File: config.mk
export PLATFORM = sky130hd
export DESIGN_NAME = rtc_poll_sequencer
export DESIGN_NICKNAME = d
export VERILOG_FILES = /design/src/rtl/rtc_map_pkg.sv /design/src/rtl/bcd_byte_split.sv /design/src/rtl/rtc_poll_sequencer.sv
export SDC_FILE = /design/constraint.sdc
export NUM_CORES = 1
export LEC_CHECK = 0
export CORE_MARGIN = 3
export CORE_UTILIZATION = 53
export CTS_CLUSTER_SIZE = 30
export DETAILED_ROUTE_END_ITERATION = 7
export GPL_ROUTABILITY_DRIVEN = 0
export PLACE_DENSITY = 0.82
export SETUP_SLACK_MARGIN = 0.2
export SLEW_MARGIN = 10
export SYNTH_ARGS = -nofsm -noshare
export SYNTH_HDL_FRONTEND = slang
export SYNTH_SLANG_ARGS = --single-unit
File: constraint.sdc
create_clock -name clock -period 2.5 [get_ports clock]
set_clock_uncertainty 0.05 [all_clocks]
set_input_delay 0.25 -clock clock [delete_from_list [all_inputs] [get_ports clock]]
set_output_delay 0.25 -clock clock [all_outputs]
set_load 0.03 [all_outputs]
File: src/rtl/rtc_map_pkg.sv
// rtc_map_pkg: RTC register map, FSM state encoding and shared types for the
// RTC poll sequencer. Optional feature macro: TIMER_READ_EN (adds the timer
// registers 0x41-0x43 to the sweep).
package rtc_map_pkg;

    // RTC register addresses, in sweep order
    localparam logic [7:0] REG_SS   = 8'h21;
    localparam logic [7:0] REG_MM   = 8'h22;
    localparam logic [7:0] REG_HH   = 8'h23;
    localparam logic [7:0] REG_DAY  = 8'h24;
    localparam logic [7:0] REG_MES  = 8'h25;
    localparam logic [7:0] REG_YEAR = 8'h26;
`ifdef TIMER_READ_EN
    localparam logic [7:0] REG_SS_T = 8'h41;
    localparam logic [7:0] REG_MM_T = 8'h42;
    localparam logic [7:0] REG_HH_T = 8'h43;
    localparam int N_REGS = 9;
`else
    localparam int N_REGS = 6;
`endif

    // Hours byte layout
    localparam int FMT_BIT = 7;
    localparam int PM_BIT  = 5;

    // FSM state encoding
    localparam logic [1:0] ST_IDLE   = 2'd0;
    localparam logic [1:0] ST_REQ    = 2'd1;
    localparam logic [1:0] ST_WAIT   = 2'd2;
    localparam logic [1:0] ST_COMMIT = 2'd3;

    // Tens/units pair driven to the screen
    typedef struct packed {
        logic [3:0] d1;
        logic [3:0] d0;
    } digit_pair_t;

    // Sweep index to RTC register address
    function automatic logic [7:0] reg_addr(input logic [3:0] idx);
        logic [7:0] a;
        case (idx)
            4'd0:    a = REG_SS;
            4'd1:    a = REG_MM;
            4'd2:    a = REG_HH;
            4'd3:    a = REG_DAY;
            4'd4:    a = REG_MES;
            4'd5:    a = REG_YEAR;
`ifdef TIMER_READ_EN
            4'd6:    a = REG_SS_T;
            4'd7:    a = REG_MM_T;
            4'd8:    a = REG_HH_T;
`endif
            default: a = REG_SS;
        endcase
        return a;
    endfunction

endpackage

File: src/rtl/bcd_byte_split.sv
// bcd_byte_split: generic BCD byte to {tens, units} split. Bit 7 is ignored
// and nibbles above 9 pass through unchanged.
module bcd_byte_split
    import rtc_map_pkg::*;
(
    input  logic [7:0]  i_byte,
    output digit_pair_t o_pair
);

    assign o_pair.d0 = i_byte[3:0];
    assign o_pair.d1 = {1'b0, i_byte[6:4]};

endmodule

File: src/rtl/rtc_poll_sequencer.sv
// rtc_poll_sequencer: periodically reads the RTC time/date (and optionally
// timer) registers through the bus driver, captures them in shadow registers
// and commits all screen digits in a single cycle at the end of a sweep.
// Optional feature macro: TIMER_READ_EN (timer registers read and *_T driven;
// otherwise *_T are tied to 0).
module rtc_poll_sequencer
    import rtc_map_pkg::*;
#(
    parameter int POLL_CYCLES = 100_000_000,
    parameter int TIMEOUT     = 255,
    parameter int ADDR_W      = 8
) (
    input  logic              clock,
    input  logic              reset,
    input  logic              pause,
    output logic              rtc_req,
    output logic [ADDR_W-1:0] rtc_addr,
    input  logic              rtc_ack,
    input  logic [7:0]        rtc_rdata,
    output logic [3:0]        digit0_SS,   digit1_SS,
    output logic [3:0]        digit0_MM,   digit1_MM,
    output logic [3:0]        digit0_HH,   digit1_HH,
    output logic [3:0]        digit0_DAY,  digit1_DAY,
    output logic [3:0]        digit0_MES,  digit1_MES,
    output logic [3:0]        digit0_YEAR, digit1_YEAR,
    output logic [3:0]        digit0_SS_T, digit1_SS_T,
    output logic [3:0]        digit0_MM_T, digit1_MM_T,
    output logic [3:0]        digit0_HH_T, digit1_HH_T,
    output logic              AM_PM,
    output logic              formato_hora,
    output logic              sweep_done,
    output logic              bus_err
);

    localparam int TICK_W = (POLL_CYCLES > 1) ? $clog2(POLL_CYCLES) : 1;
    localparam int WAIT_W = (TIMEOUT > 1) ? $clog2(TIMEOUT + 1) : 1;
    localparam int IDX_W  = $clog2(N_REGS);
    localparam logic [TICK_W-1:0] TICK_MAX = TICK_W'(POLL_CYCLES - 1);
    localparam logic [WAIT_W-1:0] WAIT_MAX = WAIT_W'(TIMEOUT - 1);
    localparam logic [IDX_W-1:0]  LAST_IDX = IDX_W'(N_REGS - 1);

    logic [TICK_W-1:0] r_tick;
    logic [WAIT_W-1:0] r_wait;
    logic [IDX_W-1:0]  r_idx;
    logic [1:0]        r_state;
    logic              r_req, r_done, r_err;
    logic [ADDR_W-1:0] r_addr;
    logic [7:0]        r_shadow [N_REGS];
    logic              w_tick;

    digit_pair_t w_ss, w_mm, w_day, w_mes, w_yr, w_hh;
    digit_pair_t r_ss, r_mm, r_day, r_mes, r_yr, r_hh;
    logic        w_fmt, w_ampm, r_fmt, r_ampm;

    // Sweep period counter; wraps every POLL_CYCLES cycles
    always_ff @(posedge clock) begin
        if (reset || (r_tick == TICK_MAX)) r_tick <= '0;
        else                               r_tick <= r_tick + TICK_W'(1);
    end

    assign w_tick = (r_tick == TICK_MAX) && !pause;

    // Sweep FSM: request each register, capture its byte, abort on timeout
    always_ff @(posedge clock) begin
        if (reset) begin
            r_state <= ST_IDLE;
            r_idx   <= '0;
            r_wait  <= '0;
            r_req   <= 1'b0;
            r_addr  <= '0;
            r_done  <= 1'b0;
            r_err   <= 1'b0;
            for (int i = 0; i < N_REGS; i++) r_shadow[i] <= 8'h00;
        end else begin
            r_done <= 1'b0;
            r_err  <= 1'b0;
            case (r_state)
                ST_IDLE: begin
                    if (w_tick) r_state <= ST_REQ;
                end
                ST_REQ: begin
                    r_req   <= 1'b1;
                    r_addr  <= ADDR_W'(reg_addr(4'(r_idx)));
                    r_wait  <= '0;
                    r_state <= ST_WAIT;
                end
                ST_WAIT: begin
                    if (rtc_ack) begin
                        r_shadow[r_idx] <= rtc_rdata;
                        r_req           <= 1'b0;
                        if (r_idx == LAST_IDX) begin
                            r_state <= ST_COMMIT;
                        end else begin
                            r_idx   <= r_idx + IDX_W'(1);
                            r_state <= ST_REQ;
                        end
                    end else if (r_wait == WAIT_MAX) begin
                        r_req   <= 1'b0;
                        r_err   <= 1'b1;
                        r_idx   <= '0;
                        r_state <= ST_IDLE;
                    end else begin
                        r_wait <= r_wait + WAIT_W'(1);
                    end
                end
                ST_COMMIT: begin
                    r_done  <= 1'b1;
                    r_idx   <= '0;
                    r_state <= ST_IDLE;
                end
                default: begin
                    r_req   <= 1'b0;
                    r_idx   <= '0;
                    r_state <= ST_IDLE;
                end
            endcase
        end
    end

    bcd_byte_split u_split_ss  (.i_byte(r_shadow[0]), .o_pair(w_ss));
    bcd_byte_split u_split_mm  (.i_byte(r_shadow[1]), .o_pair(w_mm));
    bcd_byte_split u_split_day (.i_byte(r_shadow[3]), .o_pair(w_day));
    bcd_byte_split u_split_mes (.i_byte(r_shadow[4]), .o_pair(w_mes));
    bcd_byte_split u_split_yr  (.i_byte(r_shadow[5]), .o_pair(w_yr));

    // Hours decode: bit 7 selects 12 h (PM flag in bit 5) or 24 h layout
    always_comb begin
        w_fmt   = r_shadow[2][FMT_BIT];
        w_hh.d0 = r_shadow[2][3:0];
        if (w_fmt) begin
            w_ampm  = r_shadow[2][PM_BIT];
            w_hh.d1 = {3'b000, r_shadow[2][4]};
        end else begin
            w_ampm  = 1'b0;
            w_hh.d1 = {2'b00, r_shadow[2][5:4]};
        end
    end

    // Screen outputs load together on commit so a frame never shows a torn time
    always_ff @(posedge clock) begin
        if (reset) begin
            {r_ss, r_mm, r_hh, r_day, r_mes, r_yr} <= '0;
            r_fmt  <= 1'b0;
            r_ampm <= 1'b0;
        end else if (r_state == ST_COMMIT) begin
            {r_ss, r_mm, r_hh, r_day, r_mes, r_yr} <= {w_ss, w_mm, w_hh, w_day, w_mes, w_yr};
            r_fmt  <= w_fmt;
            r_ampm <= w_ampm;
        end
    end

`ifdef TIMER_READ_EN
    digit_pair_t w_sst, w_mmt, w_hht, r_sst, r_mmt, r_hht;

    bcd_byte_split u_split_sst (.i_byte(r_shadow[6]), .o_pair(w_sst));
    bcd_byte_split u_split_mmt (.i_byte(r_shadow[7]), .o_pair(w_mmt));
    // Timer hours always use the 24 h layout
    assign w_hht.d1 = {2'b00, r_shadow[8][5:4]};
    assign w_hht.d0 = r_shadow[8][3:0];

    // Timer digits commit alongside the time and date digits
    always_ff @(posedge clock) begin
        if (reset)                      {r_sst, r_mmt, r_hht} <= '0;
        else if (r_state == ST_COMMIT)  {r_sst, r_mmt, r_hht} <= {w_sst, w_mmt, w_hht};
    end

    assign {digit1_SS_T, digit0_SS_T} = r_sst;
    assign {digit1_MM_T, digit0_MM_T} = r_mmt;
    assign {digit1_HH_T, digit0_HH_T} = r_hht;
`else
    assign {digit1_SS_T, digit0_SS_T} = 8'h00;
    assign {digit1_MM_T, digit0_MM_T} = 8'h00;
    assign {digit1_HH_T, digit0_HH_T} = 8'h00;
`endif

    assign rtc_req      = r_req;
    assign rtc_addr     = r_addr;
    assign sweep_done   = r_done;
    assign bus_err      = r_err;
    assign AM_PM        = r_ampm;
    assign formato_hora = r_fmt;
    assign {digit1_SS,   digit0_SS}   = r_ss;
    assign {digit1_MM,   digit0_MM}   = r_mm;
    assign {digit1_HH,   digit0_HH}   = r_hh;
    assign {digit1_DAY,  digit0_DAY}  = r_day;
    assign {digit1_MES,  digit0_MES}  = r_mes;
    assign {digit1_YEAR, digit0_YEAR} = r_yr;

endmodule

==> impl_metrics.env <==
export IMPL_outcome="complete, no violations"
export IMPL_cts_max_level=4
export IMPL_setup_viol=0
export IMPL_cellPowerDensity_nw_per_um2=692.4
export IMPL_drive_gt1_share_pct=8.036
export IMPL_firstDrtPassIters=5
export IMPL_cts_sinks=132
export IMPL_whs_path_depth=2
export IMPL_synth_adder_area_share_pct=2.002
export IMPL_seq_power_share_pct=48.0
export IMPL_clk_pin_slew_ns=0.07
export IMPL_grt_max_degree=45
export IMPL_final_min_clock_period_ns=1.983
export IMPL_end_kind="register"
export IMPL_worstSkewPairLatency_ns=0.52
export IMPL_synth_seq_cells=132
export IMPL_final_common_cell="nand2_1"
export IMPL_die_x_um=109.0
export IMPL_grt_pass1_wl_um=19030
export IMPL_p_leak_uw=0.002483
export IMPL_yosys_warnings=0
export IMPL_r2r_slack_ns=0.52
export IMPL_drc=0
export IMPL_ios=97
export IMPL_cp_required_ns=2.90
export IMPL_power_internal_uw=3525
export IMPL_max_clock_freq_mhz=504.3
export IMPL_cts_root_buf="clkbuf_8"
export IMPL_grt_use_total_pct=20.51
export IMPL_nNetsFinal=680
export IMPL_area_growth_pct=20.13
export IMPL_via_count=4344
export IMPL_rsz0062_at_grt="no"
export IMPL_final_cell_area_um2=6756
export IMPL_r2r_start="r_tick[0]"
export IMPL_drt_initial_drc_count=235
export IMPL_drv_cap=0
export IMPL_dieHeight_um=109.0
export IMPL_yosys_area_share_xor_xnor_pct=2.647
export IMPL_slew_headroom_pct=64.96
export IMPL_switchingPower_uw=1153
export IMPL_cp_data_arrival_time_ns=2.38
export IMPL_worstSetupPathType="reg -> reg"
export IMPL_comb_power_share_pct=3.2
export IMPL_grt_pass1_vias=4049
export IMPL_grt_overflow=0
export IMPL_hpwl_um=7991
export IMPL_synthMuxAreaShare_pct=0
export IMPL_synthArstFlopShare_pct=0
export IMPL_synth_area_top_cells="dfxtp_1, edfxtp_1, nand2_1, a21oi_1, buf_4"
export IMPL_yosysSeqAreaShare_pct=54.46
export IMPL_drt_wl_total_um=11920
export IMPL_coreArea_um2=10040
export IMPL_synthesis_instances=595
export IMPL_ys_flop_type="dfxtp_1"
export IMPL_io_buffers=61
export IMPL_cts_setup_buffers=0
export IMPL_dieArea_um2=11880
export IMPL_cts_tree="done"
export IMPL_min_from="reset"
export IMPL_cts_hold_buf=0
export IMPL_cts_buffers=17
export IMPL_r2r_end="r_tick[24]"
export IMPL_yosysUniqueCellTypes=49
export IMPL_routed_via_density=5.396
export IMPL_critPathLaunchType="register"
export IMPL_diodes=0
export IMPL_yosysTopAreaCellShare_pct=32.04
export IMPL_rows=36
export IMPL_final_cell_mix="nand2_1, dfxtp_1, a21oi_1"
export IMPL_finalSetupTns_ns=0
export IMPL_wl_per_cell_um=14.81
export IMPL_cts_resized=0
export IMPL_synth_top_family_by_area="simple AND/OR/NAND/NOR gates"
export IMPL_final_max_slew_viol_count=0
export IMPL_r2r_cells=5
export IMPL_initial_core_util_pct=55.99
export IMPL_avgSynthCellArea_um2=9.452
export IMPL_yosysTopAreaCell="dfxtp_1"
export IMPL_syn_area_um2=5624
export IMPL_placed_area_um2=6207
export IMPL_hp_class="in -> reg"
export IMPL_ir_worst_vdd_v=0.0003975
export IMPL_switching_share_pct=24.65
export IMPL_drt_antenna_violating_nets=0
export IMPL_synth_compound_area_share_pct=10.30
export IMPL_hold_violations=0
export IMPL_antenna_found_initial=0
export IMPL_critical_path_max_fanout=10
export IMPL_cts_path_max_buffers=2
export IMPL_min_to="r_tick[2]"
export IMPL_synth_edf_count=42
export IMPL_clockPowerShare_pct=48.7
export IMPL_post_route_period_util_pct=79.32
export IMPL_synth_simple_area_share_pct=22.49
export IMPL_tightest_slew_ns=0.5256
==> area by class of cell <==
class | count | area, µm²
Timing Repair Buffer | 71 | 680.7
Inverter | 16 | 60.06
Multi-Input combinational cell | 421 | 2237
Clock inverter | 15 | 135.1
Clock buffer | 17 | 414.1
Fill cell | 749 | 3288
Sequential cell | 132 | 3063
Tap cell | 133 | 166.4
==> registers in the layout, indices dropped and copies added (netlist names), 2 cells and up <==
name	count
digit0_DAY	4
digit0_HH	4
digit0_MES	4
digit0_MM	4
digit0_SS	4
digit0_YEAR	4
digit1_DAY	3
digit1_HH	2
digit1_MES	3
digit1_MM	3
digit1_SS	3
digit1_YEAR	3
r_idx	3
r_shadow	42
r_state	2
r_tick	27
r_wait	8
rtc_addr	4
==> worst max-delay path: stages, from the launching register on <==
cell	delay, ns
dfxtp_1	0.39
ha_1	0.21
and4_1	0.33
nand2_1	0.24
or4_1	0.54
a21oi_1	0.15
==> how the worst max path moves through the flow <==
stage,start,end,cells after the start
4_1_cts,r_tick[0],r_tick[24],5
2_1_floorplan,r_state[0],r_shadow[0][0],3
5_1_grt,r_tick[0],r_tick[24],5
6_report,r_tick[0],r_tick[24],5
3_3_place_gp,rtc_ack,r_shadow[1][0],5
3_5_place_dp,rtc_ack,r_shadow[1][0],5
==> kinds of logic after synthesis <==
| logic type | after synthesis |
|---|---|
| xor+xnor | 17 |
| fa+ha+maj | 9 |
| compound gates | 99 |
| other cells | 1 |
| simple gates | 261 |
| flops | 132 |
| buf+inv | 76 |
==> power groups by stage <==
stage | Sequential (µW) | Combinational (µW) | Clock, µW
floorplan | 2290 | 153 | 0
global placement | 2290 | 147 | 0
detailed placement | 2290 | 149 | 0
CTS | 2250 | 150 | 2300
global route | 2250 | 163 | 2400
finish | 2250 | 151 | 2280
==> through the flow <==
stage	hold slack (ns)	instances	setup WS, ns	util (%)	power [µW]
floorplan	0.3872	629	0.5138	-	2441
global placement	0.3919	773	0.3618	61.80	2439
detailed placement	0.3973	773	0.2630	61.80	2443
CTS	0.1146	805	0.5255	67.26	4696
global route	0.1602	805	0.3533	67.26	4816
finish	0.1310	805	0.5169	67.26	4678
==> metal layers <==
| layer | part of all wire [%] | wire length (µm) | up-vias | global-route usage (%) |
|---|---|---|---|---|
| met5 | 0 | 0 | - | 0 |
| met4 | 1.2 | 146 | 0 | 6.583 |
| met3 | 6.6 | 781 | 18 | 5.684 |
| met2 | 51 | 6083 | 148 | 35.04 |
| met1 | 41 | 4909 | 2059 | 25.09 |
| li1 | - | - | 2119 | - |
==> cells in the mapped netlist, drive strengths merged, types with 3 or more instances <==
| master | n |
|---|---|
| nor3 | 4 |
| and3 | 17 |
| nor2 | 51 |
| xor2 | 14 |
| ha | 9 |
| nand2 | 114 |
| buf | 43 |
| or3 | 6 |
| o21ai | 10 |
| dfxtp | 90 |
| edfxtp | 42 |
| a21oi | 65 |
| and4 | 7 |
| o211ai | 3 |
| o31ai | 12 |
| inv | 16 |
| or4 | 8 |
| nand3 | 19 |
| nand4 | 12 |
| xnor2 | 3 |
| and2 | 13 |
| clkbuf | 17 |
No activity file was read; power rests on OpenSTA's default activity.
